File: config.mk
export PLATFORM = sky130hd
export DESIGN_NAME = rom_port_arbiter
export DESIGN_NICKNAME = d
export VERILOG_FILES = /design/src/rtl/rom_port_arbiter.sv
export SDC_FILE = /design/constraint.sdc
export NUM_CORES = 1
export LEC_CHECK = 0
export BUFFER_PORTS_ARGS = -buffer_cell sky130_fd_sc_hd__buf_2
export CAP_MARGIN = 20
export CELL_PAD_IN_SITES_DETAIL_PLACEMENT = 1
export CELL_PAD_IN_SITES_GLOBAL_PLACEMENT = 1
export CORE_MARGIN = 2
export CORE_UTILIZATION = 28
export DETAILED_ROUTE_END_ITERATION = 7
export PLACE_DENSITY_LB_ADDON = 0.1
export SYNTH_ARGS = -nofsm -noshare
export SYNTH_HDL_FRONTEND = slang
export SYNTH_SLANG_ARGS = --single-unit
File: constraint.sdc
create_clock -name i_clk -period 2.6 [get_ports i_clk]
set_input_delay 0.65 -clock i_clk [delete_from_list [all_inputs] [get_ports i_clk]]
set_output_delay 0.65 -clock i_clk [all_outputs]
set_load 0.02 [all_outputs]
File: src/rtl/rom_port_arbiter.sv
// rom_port_arbiter
//   Shares one synchronous-read 32-bit ROM port between two requesters
//   (port 0 = instruction fetch, port 1 = data/load path). Round-robin
//   arbitration. The ROM response is held until the owning port takes it.
// Ports:
//   i_clk, i_rst_n                      clock, async active-low reset
//   i_reqN_valid/i_reqN_addr/o_reqN_ready   request channel, N = 0/1
//   o_respN_valid/o_respN_data/i_respN_ready response channel, N = 0/1
//   o_rom_addr / i_rom_data             ROM port (ROM registers the address)
//   o_busy                              a transaction is in flight
module rom_port_arbiter #(
  parameter int DEPTH = 512
) (
  input  logic                     i_clk,
  input  logic                     i_rst_n,
  input  logic                     i_req0_valid,
  input  logic [$clog2(DEPTH)-1:0] i_req0_addr,
  output logic                     o_req0_ready,
  output logic                     o_resp0_valid,
  output logic [31:0]              o_resp0_data,
  input  logic                     i_resp0_ready,
  input  logic                     i_req1_valid,
  input  logic [$clog2(DEPTH)-1:0] i_req1_addr,
  output logic                     o_req1_ready,
  output logic                     o_resp1_valid,
  output logic [31:0]              o_resp1_data,
  input  logic                     i_resp1_ready,
  output logic [$clog2(DEPTH)-1:0] o_rom_addr,
  input  logic [31:0]              i_rom_data,
  output logic                     o_busy
);
  localparam int ADDR_WIDTH = $clog2(DEPTH);

  typedef enum logic [1:0] {IDLE, WAIT, RESP} state_t;

  state_t                state, state_nxt;
  logic                  owner, last_grant;
  logic [ADDR_WIDTH-1:0] addr_q;
  logic [31:0]           resp_data_q;

  logic                  owner_ready, accept, grant, grant_sel;
  logic [ADDR_WIDTH-1:0] grant_addr;

  always_ff @(posedge i_clk or negedge i_rst_n) begin
    if (!i_rst_n) begin
      state       <= IDLE;
      owner       <= 1'b0;
      last_grant  <= 1'b1;
      addr_q      <= '0;
      resp_data_q <= '0;
    end else begin
      state <= state_nxt;
      if (grant) begin
        owner      <= grant_sel;
        last_grant <= grant_sel;
        addr_q     <= grant_addr;
      end
      if (state == WAIT) resp_data_q <= i_rom_data;
    end
  end

  always_comb begin
    state_nxt     = state;
    owner_ready   = owner ? i_resp1_ready : i_resp0_ready;
    accept        = (state == IDLE) || ((state == RESP) && owner_ready);
    // Gated by reset so no request is acknowledged while held in reset.
    grant         = i_rst_n && accept && (i_req0_valid || i_req1_valid);
    // Tie goes to the port that did not win last; otherwise the lone requester.
    grant_sel     = (i_req0_valid && i_req1_valid) ? ~last_grant : i_req1_valid;
    grant_addr    = grant_sel ? i_req1_addr : i_req0_addr;
    o_req0_ready  = grant && !grant_sel;
    o_req1_ready  = grant && grant_sel;
    // ROM registers this at the grant edge, so data lands during WAIT.
    o_rom_addr    = grant ? grant_addr : addr_q;
    o_resp0_valid = (state == RESP) && !owner;
    o_resp1_valid = (state == RESP) && owner;
    o_resp0_data  = resp_data_q;
    o_resp1_data  = resp_data_q;
    o_busy        = (state != IDLE);
    case (state)
      IDLE:    if (grant) state_nxt = WAIT;
      WAIT:    state_nxt = RESP;
      RESP:    if (owner_ready) state_nxt = grant ? WAIT : IDLE;
      default: state_nxt = IDLE;
    endcase
  end
endmodule

# ---- Word level (Yosys, flattened, before mapping)
# Index checks and enable logic that the tools add are counted.
dict set report totals {
  mem_bits_rw 0
  n_memories 0
  word_cells 33
  rom_bits 0
  out_inout_bits 78
  register_bits 45
  latch_bits 0
}
dict set report op_classes {
  reduce_logical 15
  n_lt_le_gt_ge 0
  div 0
  n_mul 0
  shift 0
  mux 8
  add_sub_neg 0
  bitwise_logic 1
  eq_ne 4
}
# operator n
set ops {}
lappend ops {{$mux W9} 2}
lappend ops {{$logic_and A1 B1 Y1} 8}
lappend ops {{$pmux W2 S3} 1}
lappend ops {{$mux W2} 2}
lappend ops {{$ne A2 B2 Y1 const B} 2}
lappend ops {{$mux W1} 3}
lappend ops {{$eq A2 B1 Y1 const B} 1}
lappend ops {{$eq A2 B2 Y1 const B} 1}
lappend ops {{$logic_not A1 Y1} 2}
lappend ops {{$logic_not A2 Y1} 1}
lappend ops {{$logic_or A1 B1 Y1} 2}
lappend ops {{$reduce_and A2 Y1} 1}
lappend ops {{$reduce_bool A2 Y1} 1}
lappend ops {{$not A1 Y1} 1}

# ---- Longest topological paths before layout
dict set report depth {
  ltp_word 8
  mapped_depth 4
  depth_no_buf 3
}

# ---- Worst setup path before layout
# Ideal clock, no wire load.
dict set report synth_timing {
  path_kind {in2out}
  startpoint {input i_req1_valid}
  endpoint {output o_rom_addr[2]}
  path_buffers 1
  required_ns 1.950
  stages 4
  setup_slack_ns -0.070
  arrival_ns 2.020
  path_cell_list {a21boi_0 > clkbuf_1 > mux2_2 > mux2_2}
}
dict set report synth_via {
  elab_chain_cells 4
  word_cells_on_any_way 6
}
# element line
set synth_lines {}
lappend synth_lines {{from (decl)} 22} ;# input logic i_req1_valid,
lappend synth_lines {{$logic_and A1 B1 Y1} 69} ;# grant_sel = (i_req0_valid && i_req1_valid) ? ~last_grant : i_req1_valid;
lappend synth_lines {{$mux W1} 69}
lappend synth_lines {{$mux W9} 70} ;# grant_addr = grant_sel ? i_req1_addr : i_req0_addr;
lappend synth_lines {{$mux W9 *} n/a}
lappend synth_lines {{to (decl)} 28} ;# output logic [$clog2(DEPTH)-1:0] o_rom_addr,
# Mark *: on every way between the ends. The rest lies on a longest branch, timed or not.

# ---- Final worst setup path
dict set report layout_timing {
  startpoint {register owner}
  endpoint {output o_rom_addr[6]}
}
dict set report layout_via {
  elab_chain_cells 6
}
# element line
set layout_lines {}
lappend layout_lines {{from (decl)} 37} ;# logic owner, last_grant;
lappend layout_lines {{from (signal assigned)} 54} ;# owner <= grant_sel;
lappend layout_lines {{$mux W1} 64} ;# owner_ready = owner ? i_resp1_ready : i_resp0_ready;
lappend layout_lines {{$logic_and A1 B1 Y1} 65} ;# accept = (state == IDLE) || ((state == RESP) && owner_ready);
lappend layout_lines {{$logic_or A1 B1 Y1} 65}
lappend layout_lines {{$logic_and A1 B1 Y1 (2 in series)} 67} ;# grant = i_rst_n && accept && (i_req0_valid || i_req1_valid);
lappend layout_lines {{$mux W9} n/a}
# No other way between the ends.

==> results.yml <==
status:
  status: "finished, final reports clean"
logic_synthesis:
  muxShareOfSynthArea_pct: 28.5
  ys_warn_count: 0
  synth_top_family_by_area: "multiplexers"
  yosysTopAreaCell: "dfrtp_1"
  synth_simple_gate_area_share_pct: 2.57
  syn-num-nets: 206
  synth_xor_area_share_pct: 0
  yosysUniqueCellTypes: 18
  syn-cell-area_um2: 2090
  netlist.area_leader.share_pct: 52.6
  synth_cells: 150
  synth-compound-area-share_pct: 1.67
  ys_top_cells_by_area: "dfrtp_1, mux2_2, buf_4"
  seq_area_frac_synth_pct: 53.9
  synth_fa_ha_area_share_pct: 0
  syn_area_per_cell_um2: 14.0
  synth_seq_cells: 45
worst_setup_path:
  worst_path_dominant_cell_family: "multiplexers"
  cp-start-kind: "flip-flop"
  crit_buf_inv: 2
  cp.arrival_ns: 1.93
  worstReg2RegEnd: "owner"
  rr_startpoint: "owner"
  required_ns: 1.95
  crit_type: "reg -> out"
  crit_path_max_fanout: 6
  path_cells: "mux2i_2 > a2111oi_4 > buf_4 > mux2_2 > buf_2"
  worstSetupEndpointType: "output port"
  regToRegSetupSlack_ns: 0.91
  cp_slowest_cell: "dfrtp_1"
  r2r.worst_path.cells: 5
  cpPeakStageDelay_ns: 0.42
cells_and_area:
  layout_common_cells: "buf_2, mux2_2, dfrtp_1"
  stdcell_area_um2: 2800
  diodes: 0
  syn_to_final_growth_pct: 33.5
  nFillCells: 838
  nets: 316
  drive_gt1_share_pct: 78.8
  final_common_cell: "buf_2"
die:
  row_count: 31
  die_h_um: 90.5
  num_io_pins: 134
  dieArea_um2: 8180
  die_width_um: 90.5
  initial_core_util_pct: 28.9
  coreArea_um2: 7250
timing:
  holdWs_ns: 0.477
  period_needed_ns: 2.58
  clock_skew_ns: 0.00521
  fmax_mhz: 388
  rsz0062_at_grt: "yes"
  relSlewSlack_pct: 61.2
  final_hold_viol_count: 0
  finalSetupViolations: 0
  maxSlewViolCount: 0
  finalCritPeriodShare_pct: 99.2
  worst_pin_slew_ns: 0.582
grt:
  antenna_found_initial: 0
  met3_usage_pct: 3.42
  grt_start_max_net_pins: 46
  overflow: 0
  globalRouteMet1Util_pct: 15.6
  grt.busiest_layer: "met2"
  grt_usage_pct: 12.3
  grt_pass1_wl_um: 7940
  met2_usage_pct: 20.6
  grt_pass1_vias: 1552
detailed_routing:
  detail-route-antenna-nets: 0
  drc: 0
  vias_per_cell: 4.09
  drt_iter0_markers: 33
  dr_total_vias: 1469
  drt_wl_total_um: 4830
  first_pass_iters: 3
  wire_per_inst_um: 13.4
cts:
  numCtsBuffers: 5
  clkTransAtPathRegs_ns: 0.08
  cts_tree: "done"
  cts-root-buf: "clkbuf_8"
  clock_latency_ns: 0.29
  cts_sinks: 45
  cts_buffer_depth: 2
  hold_buffers: 0
  cts.htree.levels: 2
place:
  io_buffers: 133
  gp_congestion: 0.681
  dpl_cell_area_um2: 2680
  dp_hpwl_um: 3790
power_and_ir_drop:
  power_mw: 3.71
  power.leakage_nw: 1.41
  ir_drop_mv: 0.585
  power.density_nw_per_um2: 1330
min_path:
  hold_path.class: "in -> async"
run:
  maxCapViolations: 0
-- report_power, final --
| part | switching, mW | internal (mW) | total, mW | leakage (nW) |
|---|---|---|---|---|
| Combinational | 1.19 | 0.822 | 2.02 | 0.839 |
| Clock | 0.220 | 0.211 | 0.431 | 0.0443 |
| Sequential | 0.221 | 1.05 | 1.27 | 0.526 |
-- cell usage after synthesis --
master / n
mux2_2: 52
a2111oi_4: 1
dfrtp_1: 44
dfstp_2: 1
and2_1: 1
buf_6: 1
nand3b_1: 1
nor2_1: 3
nand2b_1: 2
buf_2: 3
inv_1: 2
clkbuf_1: 2
a21boi_0: 1
nand2_1: 1
buf_4: 32
nor2b_1: 1
or2_2: 1
mux2i_1: 1
-- flip-flops by register name (all words and copies together) (netlist names) --
register,flops
last_grant,1
o_resp0_data,32
state,2
addr_q,9
owner,1
-- worst register-to-register path, cell delays in order (launching register included) --
cell	delay, ns
dfrtp_1	0.42
mux2i_2	0.19
a2111oi_4	0.32
buf_4	0.20
buf_4	0.13
mux2_2	0.32
-- per-stage QoR --
stage / setup TNS [ns] / instances / setup slack, ns / utilization, %
floorplan: 0 / 150 / 0.0101 / -
global placement: -0.000642 / 351 / -0.000642 / 36.9
detailed placement: -0.0348 / 351 / -0.0129 / 36.9
CTS: -0.0424 / 359 / -0.0144 / 38.2
global route: -0.573 / 359 / -0.0742 / 38.5
finish: 0 / 359 / 0.0205 / 38.5
-- layout make-up --
| cell class | count | area (um^2) | share of cell area, % |
|---|---|---|---|
| inverter | 2 | 7.51 | 0.269 |
| timing repair buffer | 141 | 752 | 26.9 |
| tap | 99 | 124 | 4.43 |
| sequential | 45 | 1130 | 40.3 |
| clock buffer | 7 | 86.3 | 3.09 |
| multi-input combinational | 65 | 698 | 25.0 |
-- how the worst max path moves through the flow --
stage | from | to | cells after the start
finish | owner | o_rom_addr[6] | 5
global route | owner | o_rom_addr[6] | 5
floorplan | i_req1_valid | o_rom_addr[2] | 4
global placement | i_resp1_ready | o_rom_addr[8] | 6
detailed placement | i_resp1_ready | o_rom_addr[6] | 6
CTS | owner | o_rom_addr[6] | 5
-- kinds of logic (layout without fill, tap and decap cells) --
kind of cell	count (synthesis)	count (layout)
buffers and inverters	40	150
AOI/OAI and AO/OA	2	2
and+or+nand+nor	10	10
muxes	53	53
DFF	45	45
-- per-layer routing --
metal | part of all wire [%] | vias up
li1 | - | 691
met1 | 42 | 709
met2 | 50 | 67
met3 | 7.7 | 2
met4 | 0.48 | 0
met5 | 0 | -
-- repair_timing --
action | CTS | global route
pin swaps | 1 | 0
resized for setup | 0 | 8
buffers inserted | 1 | 0
hold endpoints to repair | 0 | 0
setup endpoints to repair | 9 | 9
Note: power is estimated with default switching activity, not from simulation.
